$ cat src/rtl/encode_out.sv
// Packs variable-width codes MSB-first into 64-bit words, with a single-entry
// pending register in front of the output FIFO and a flush path for the final word.
module encode_out #(
    parameter int IN_WIDTH       = 13,
    parameter int NEED_STR_WIDTH = 4,
    parameter int LZF_WIDTH      = 20
) (
    input  logic                      clk,
    input  logic                      rst,
    input  logic [IN_WIDTH-1:0]       code_data,
    input  logic [NEED_STR_WIDTH-1:0] code_width,
    input  logic                      code_valid,
    output logic                      code_ack,
    input  logic                      flush,
    input  logic                      fo_full,
    output logic [63:0]               fo_data,
    output logic                      fo_wen,
    output logic                      fo_last,
    output logic [LZF_WIDTH-1:0]      fo_cnt,
    output logic                      all_end
);

    typedef enum logic [1:0] {S_RUN, S_FLUSH, S_DONE} state_t;

    state_t       state, state_next;
    logic [63:0]  acc;
    logic [5:0]   bitcnt;
    logic [63:0]  pend_data;
    logic         pend_valid;
    logic         pend_last;

    logic         width_ok;
    logic [6:0]   sum;
    logic [7:0]   shift_amt;
    logic [127:0] code_mask;
    logic [127:0] code_ext;
    logic [127:0] merged;
    logic         flush_load;

    assign fo_wen   = pend_valid & ~fo_full;
    assign fo_data  = pend_data;
    assign fo_last  = pend_last & fo_wen;
    // Gated by rst so a held code_valid cannot be acknowledged while in reset.
    assign code_ack = rst & code_valid & (state == S_RUN) & (~pend_valid | ~fo_full);
    assign all_end  = (state == S_DONE);

    assign width_ok  = (code_width != '0) && (int'(code_width) <= IN_WIDTH);
    assign sum       = 7'(bitcnt) + 7'(code_width);
    assign shift_amt = 8'd128 - 8'(sum);
    assign code_mask = (128'd1 << code_width) - 128'd1;
    assign code_ext  = 128'(code_data) & code_mask;
    // Upper half is the word being built; any overflow lands in the lower half.
    assign merged    = {acc, 64'd0} | (code_ext << shift_amt);

    assign flush_load = (state == S_FLUSH) && !pend_valid && (bitcnt != 6'd0);

    always_comb begin
        state_next = state;
        case (state)
            S_RUN: begin
                if (flush && !code_valid)
                    state_next = S_FLUSH;
            end
            S_FLUSH: begin
                if (pend_valid) begin
                    if (fo_wen && pend_last)
                        state_next = S_DONE;
                end else if (bitcnt == 6'd0) begin
                    state_next = S_DONE;
                end
            end
            S_DONE:  state_next = S_DONE;
            default: state_next = S_RUN;
        endcase
    end

    always_ff @(posedge clk or negedge rst) begin
        if (!rst)
            state <= S_RUN;
        else
            state <= state_next;
    end

    always_ff @(posedge clk or negedge rst) begin
        if (!rst) begin
            acc        <= '0;
            bitcnt     <= '0;
            pend_data  <= '0;
            pend_valid <= 1'b0;
            pend_last  <= 1'b0;
            fo_cnt     <= '0;
        end else begin
            if (fo_wen) begin
                fo_cnt     <= fo_cnt + 1'b1;
                pend_valid <= 1'b0;
                pend_last  <= 1'b0;
            end
            if (code_ack && width_ok) begin
                bitcnt <= sum[5:0];
                if (sum[6]) begin
                    pend_data  <= merged[127:64];
                    pend_valid <= 1'b1;
                    pend_last  <= 1'b0;
                    acc        <= merged[63:0];
                end else begin
                    acc <= merged[127:64];
                end
            end else if (flush_load) begin
                pend_data  <= acc;
                pend_valid <= 1'b1;
                pend_last  <= 1'b1;
                acc        <= '0;
                bitcnt     <= '0;
            end
        end
    end

endmodule

$ cat config.mk
export PLATFORM = sky130hd
export DESIGN_NAME = encode_out
export DESIGN_NICKNAME = d
export VERILOG_FILES = /design/src/rtl/encode_out.sv
export SDC_FILE = /design/constraint.sdc
export NUM_CORES = 1
export LEC_CHECK = 0
export BUFFER_PORTS_ARGS = -buffer_cell sky130_fd_sc_hd__buf_2
export CORE_ASPECT_RATIO = 0.9
export CORE_UTILIZATION = 39
export DETAILED_ROUTE_END_ITERATION = 6
export PLACE_DENSITY = 0.66
export SYNTH_ARGS = -nofsm -noshare
export SYNTH_HDL_FRONTEND = slang
export SYNTH_SLANG_ARGS = --single-unit
$ cat constraint.sdc
create_clock -name clk -period 7 [get_ports clk]
set_input_delay 1.75 -clock clk [delete_from_list [all_inputs] [get_ports clk]]
set_output_delay 1.75 -clock clk [all_outputs]
set_load 0.02 [all_outputs]
==> summary.txt, run 1 <==
Run status
  • Outcome: complete, no violations

Global route
  • GRT Overall Usage: between 20% and 30%
  • Largest net degree at the start of global routing: 75
  • Vias in the first global route: ~7100
  • First-pass GRT wire length: 39300 um
  • Antenna violations before repair: 0
  • Total grt overflow: 0

Timing
  • Worst clock skew: about 0.008 ns
  • Rel. slew slack: under 10%
  • Hold_ws: approximately 0.47 ns
  • Post-Route Setup TNS: 0 ns
  • Slew @ Worst Pin: between 1 and 1.5 ns
  • RSZ-0062 raised after global routing: false
  • Final worst slack: 1.72 ns
  • Final max-slew violation count: 0
  • Final setup fails: 0
  • Tmin final: 5.28 ns
  • F_max: 190 MHz
  • Final Hold Fails: 0
  • Final critical-path share of the clock period: about 75%

Cells and area
  • Layout cells sized above 1: roughly 18%
  • Commonest non-fill, non-tap cell in the layout: nand2_1
  • Ant diodes: 0
  • P&R area growth vs syn: 17.0%
  • Fin nets: between 1000 and 1500
  • Final non-filler cell total: ~1300
  • Post-route cell area: between 9000 and 10000 um2
  • Commonest non-fill, non-tap cells in the layout: nand2_1 (174), dfrtp_1 (158), buf_2 (108), nor2_1 (90), a21oi_1 (66)

Place
  • Post-DP Area: a little over 9000 um2
  • Post-placement cell count: 1300
  • I/O Buffers: 109
  • DP HPWL: between 15000 and 20000 um
  • Post-Place Worst Slack: 1.40 ns
  • GP Congestion: ~0.93

Power
  • Peak VDD IR: 0.121 mV
  • Cell Int Power: around 1.5 mW
  • Net Sw Frac: 26.7%
  • Pwr Density: between 200 and 250 nW/um2
  • Clk pwr share: 45.0%
  • P_sw: roughly 540 uW
  • Logic pwr share: 10.0%
  • Leak: 4.77 nW
  • Share of total power in sequential cells: approximately 45%

Setup path
  • Reg2Reg Setup Slack: 2.83 ns
  • Worst R2R Path Depth: 11
  • Startpoint types: input pin
  • Crit path capture type: register
  • Crit Path Category: in2reg
  • Setup crit start: code_width[0]
  • Worst r2r dst: fo_data[44]
  • Crit-path max FO: 29
  • Reg2Reg Launch Point: bitcnt[0]
  • Arr. time, crit path: 5.63 ns
  • Worst EP required: roughly 7.4 ns

Logic synthesis
  • Synth Warn #: 0
  • Syn nets: about 980
  • Post-synthesis cell type count: between 70 and 80
  • Main flop type after synthesis: dfrtp_1
  • Cell Area, Synth: ~8500 um2
  • Synth async-reset ratio: 100%
  • Syn Area/Cell: 8.96 um2
  • Post-Synthesis Cells: 943
  • Yosys reg bits: approximately 160
  • EDFF count, synth: 0
  • Seq/Total Area, Yosys: between 40% and 50%

Flow run
  • Max Cap Violations: 0

Worst hold path
  • Hold Startpoint: fo_data[30]
  • Hold Crit Class: reg2reg
  • Hold-critical path depth: 2
  • Min-Delay Endpoint: fo_data[30]

Clock network
  • Post CTS Setup Buffer Count: 0
  • Post-CTS Hold Fix Bufs: 0
  • Root Buffer Master: clkbuf_16
  • Clock sink total: 158
  • PostCTS Resize Cnt: 0
  • Clock buffer count from CTS: 17
  • CTS tree: built
  • Clock Tree Buf Depth: 2
  • CTS clock-pin slew for the worst setup and hold paths: ~0.070 ns
  • Clk_lat worst skew: between 0.4 and 0.5 ns
  • H-tree Lvls: 4

Routing
  • Drt pass-1 iters: 5
  • Vias: around 7500
  • WL/cell: between 15 and 20 um
  • DRC Markers: 0
  • DRT antenna net count: 0
  • Routed vias/inst: 5.65
  • Iteration-0 DRC Markers: 754
  • Final WL: approximately 24000 um

Floorplanning
  • Core area: ~21000 um2
  • Die footprint: 22300 um2
  • # IOs: 110
  • Starting density of the core: about two fifths
  • Chip height: between 100 and 150 um
  • Die width: around 160 um
  • Row count: 50
critical path, cell delays in order:
cell and delay [ns]:
buf_2 0.18, ha_1 0.30, buf_4 0.27, inv_1 0.30
ha_1 0.35, xnor3_1 0.64, o211ai_1 0.27, a31oi_1 0.36
a22oi_1 0.25, mux2i_1 0.57, a31oi_1 0.21, a21oi_1 0.18
per-layer routing:
layer  share of wire [%]  wire (um)  vias up  GRT usage [%]
met5                   0          0        -              0
met4                 2.3        567        0           7.10
met3                 7.3       1790       39           5.56
met2                  44      10700      256           34.1
met1                  46      11400     3656           32.7
li1                    -          -     3580              -
layout make-up:
class	instances	area, um2
Inverter	18	67.6
Fill cell	2051	11100
Tap cell	286	358
Timing Repair Buffer	126	692
Clock buffer	20	457
Sequential cell	158	3950
Clock inverter	12	125
Multi-Input combinational cell	712	4230
power by group through the flow:
| stage | logic (mW) | clock network, mW | registers (mW) |
|---|---|---|---|
| floorplan | 0.128 | 0 | 0.930 |
| global placement | 0.200 | 0 | 0.930 |
| detailed placement | 0.201 | 0 | 0.930 |
| CTS | 0.202 | 0.923 | 0.913 |
| global route | 0.223 | 0.964 | 0.912 |
| finish | 0.204 | 0.914 | 0.913 |
stage by stage:
step                power, mW  utilization, %
floorplan                1.06               -
global placement         1.13            44.3
detailed placement       1.13            44.3
CTS                      2.04            47.0
global route             2.10            47.0
finish                   2.03            47.0
cell usage after synthesis (all sizes together) (14+ instances only):
master	number	area, um2
o211ai	14	105
dfrtp	158	3950
a22o	27	236
inv	18	67.6
nor3	17	85.1
a31oi	16	106
buf	14	73.8
o21ai	55	279
xnor2	20	190
a211oi	16	125
a21oi	68	355
nand3	28	140
nor2	93	354
clkbuf	41	154
nand2	174	653
sequential cells by signal, indices dropped and copies added, names as in the netlist:
signal	count
acc	64
fo_data	64
fo_cnt	20
bitcnt	6
state	2
pend_last	1
pend_valid	1
kinds of logic after synthesis:
logic type,share of synthesized area [%]
adder cells (fa/ha/maj),1.72
multiplexers,2.24
XOR/XNOR,3.63
AND/OR/NAND/NOR,20.3
flip-flops,46.8
AO/OA/AOI/OAI,21.8
buffers and inverters,3.49
how the worst max path moves through the flow:
| stage | end | slack [ns] | cells past startpoint |
|---|---|---|---|
| after global routing | fo_data[44] | 1.30 | 12 |
| after CTS | fo_data[44] | 1.81 | 12 |
| final | fo_data[44] | 1.72 | 12 |
| after floorplan | fo_data[0] | 2.24 | 12 |
| after global placement | fo_data[44] | 1.40 | 12 |
| after detailed placement | fo_data[44] | 1.40 | 12 |
Power figures use the tool's default switching activity.
==> run 2: changes to the inputs <==
Clock period 7 ns to 5.4 ns, I/O delays scaled along.
==> run 2 against run 1 <==
First-iteration DRC count decreased by 1.5%. Sequential power increased by 29%. Flip-flop and latch count unchanged. Sequential share of layout area decreased by 0.52 points. Routed wire length increased by 0.86%. Critical endpoint is now fo_data[46]. Largest power group is now registers.
==> summary.txt, run 2 (synthesis results as in run 1) <==
Worst hold path
  • Hold Crit Class: reg2reg
  • Hold Startpoint: fo_cnt[19]
  • Min-Delay Endpoint: fo_cnt[19]
  • Hold-critical path depth: 1

Cells and area
  • Fin nets: approximately 1100
  • Ant diodes: 0
  • Commonest non-fill, non-tap cells in the layout: nand2_1 (174), dfrtp_1 (158), buf_2 (108), nor2_1 (90), a21oi_1 (66)
  • FILL cells: roughly 2100
  • P&R area growth vs syn: 18.5%
  • Commonest non-fill, non-tap cell in the layout: nand2_1
  • Layout cells sized above 1: 19.4%

Global route
  • First-pass GRT wire length: just under 40000 um
  • Total grt overflow: 0
  • Vias in the first global route: 7109
  • Largest net degree at the start of global routing: between 80 and 90
  • GRT Overall Usage: between 20% and 30%
  • Antenna violations before repair: 0

Power
  • Peak VDD IR: 0.233 mV
  • Leak: approximately 4.9 nW
  • Pwr Density: 260 nW/um2

Timing
  • Rel. slew slack: between 20 and 30%
  • RSZ-0062 raised after global routing: false
  • Post-Route Setup TNS: 0 ns
  • Final Hold Fails: 0
  • Worst clock skew: 0.00993 ns
  • Slew @ Worst Pin: between 1 and 1.5 ns
  • Final max-slew violation count: 0
  • Tmin final: between 4 and 5 ns
  • F_max: 217 MHz
  • Final setup fails: 0
  • Hold_ws: 0.464 ns
  • Final critical-path share of the clock period: 85.2%

Routing
  • Final WL: ~25000 um
  • DRC Markers: 0
  • Drt pass-1 iters: 5
  • Iteration-0 DRC Markers: 743
  • Vias: 7592
  • WL/cell: ~18 um
  • Routed vias/inst: 5.62
  • DRT antenna net count: 0

Setup path
  • Reg2Reg Launch Point: bitcnt[0]
  • Worst R2R Path Depth: 12
  • Startpoint types: input pin
  • Reg2Reg Setup Slack: 1.55 ns
  • Crit Path Category: in2reg
  • Worst r2r dst: acc[49]
  • Crit path capture type: register
  • Worst EP required: 5.75 ns
  • Arr. time, crit path: between 4 and 5 ns
  • Crit-path max FO: 18

Clock network
  • Clock sink total: 158
  • CTS tree: built
  • Root Buffer Master: clkbuf_16
  • Post CTS Setup Buffer Count: 0
  • PostCTS Resize Cnt: 0
  • Clock Tree Buf Depth: 2
  • Clock buffer count from CTS: 17
  • Post-CTS Hold Fix Bufs: 0
  • Clk_lat worst skew: approximately 0.43 ns
  • CTS clock-pin slew for the worst setup and hold paths: approximately 0.07 ns
  • H-tree Lvls: 4

Flow run
  • Max Cap Violations: 0

Floorplanning
  • # IOs: between 100 and 150
  • Starting density of the core: about two fifths
  • Core area: between 20000 and 25000 um2
  • Die width: around 160 um
  • Row count: 50
  • Die footprint: around 22000 um2
  • Chip height: between 100 and 150 um

Place
  • GP Congestion: roughly 0.95
  • I/O Buffers: 109
  • DP HPWL: about 18000 um

Run status
  • Outcome: complete, no violations
==> run 2: cell types whose count changed in the layout (fill, tap and decap cells not counted) <==
cell      change
buf_4        +20
clkbuf_8      -2
clkbuf_1      +1
clkinv_2      +1
==> run 2: cell type report <==
class	count	area, um2	share of cell area, %
multi-input combinational	712	4230	42.3
sequential	158	3950	39.5
clock inverter	13	130	1.30
timing repair buffer	146	842	8.41
clock buffer	19	433	4.32
tap	286	358	3.57
inverter	18	67.6	0.674
==> run 2: layer usage <==
| metal | vias up | share of wire [%] | track usage [%] |
|---|---|---|---|
| met1 | 3654 | 47 | 33.2 |
| met5 | - | 0 | 0 |
| met4 | 0 | 2.6 | 8.12 |
| li1 | 3608 | - | - |
| met2 | 277 | 43 | 33.8 |
| met3 | 53 | 7.3 | 5.35 |
==> run 2: power breakdown <==
group          internal, mW  leakage [nW]  total (mW)  switching, mW
clock network         0.644         0.267        1.15          0.508
logic                0.0858          2.40       0.274          0.188
registers              1.18          2.19        1.18              0
==> run 2: worst max path at each step <==
stage                       start  slack, ns           to  cells after the start
floorplan           code_width[1]       1.04   fo_data[0]                     12
global placement    code_width[1]       0.49  fo_data[46]                     11
detailed placement  code_width[1]       0.43  fo_data[46]                     11
CTS                 code_width[1]       0.86  fo_data[46]                     11
global route        code_width[0]       0.54   fo_data[1]                     13
finish              code_width[1]       0.80  fo_data[46]                     11
==> run 2: worst max-delay path: stages <==
cell and delay [ns]:
buf_2 0.19, or4_1 0.65, ha_1 0.41, or4_1 0.55, a21oi_1 0.19, a311oi_1 0.07, o31ai_1 0.35, mux2i_1 0.20
mux2i_1 0.65, a31oi_1 0.18, a21oi_1 0.17
==> run 2: per-stage QoR <==
stage / std cells / utilization, % / cell area [um2] / total power, mW / setup slack [ns]
floorplan: 943 / - / 8450 / 1.37 / 1.04
finish: 1352 / 47.7 / 10000 / 2.61 / 0.797
detailed placement: 1320 / 45.0 / 9460 / 1.47 / 0.426
global placement: 1320 / 45.0 / 9460 / 1.47 / 0.491
CTS: 1352 / 47.7 / 10000 / 2.63 / 0.864
global route: 1352 / 47.7 / 10000 / 2.71 / 0.536
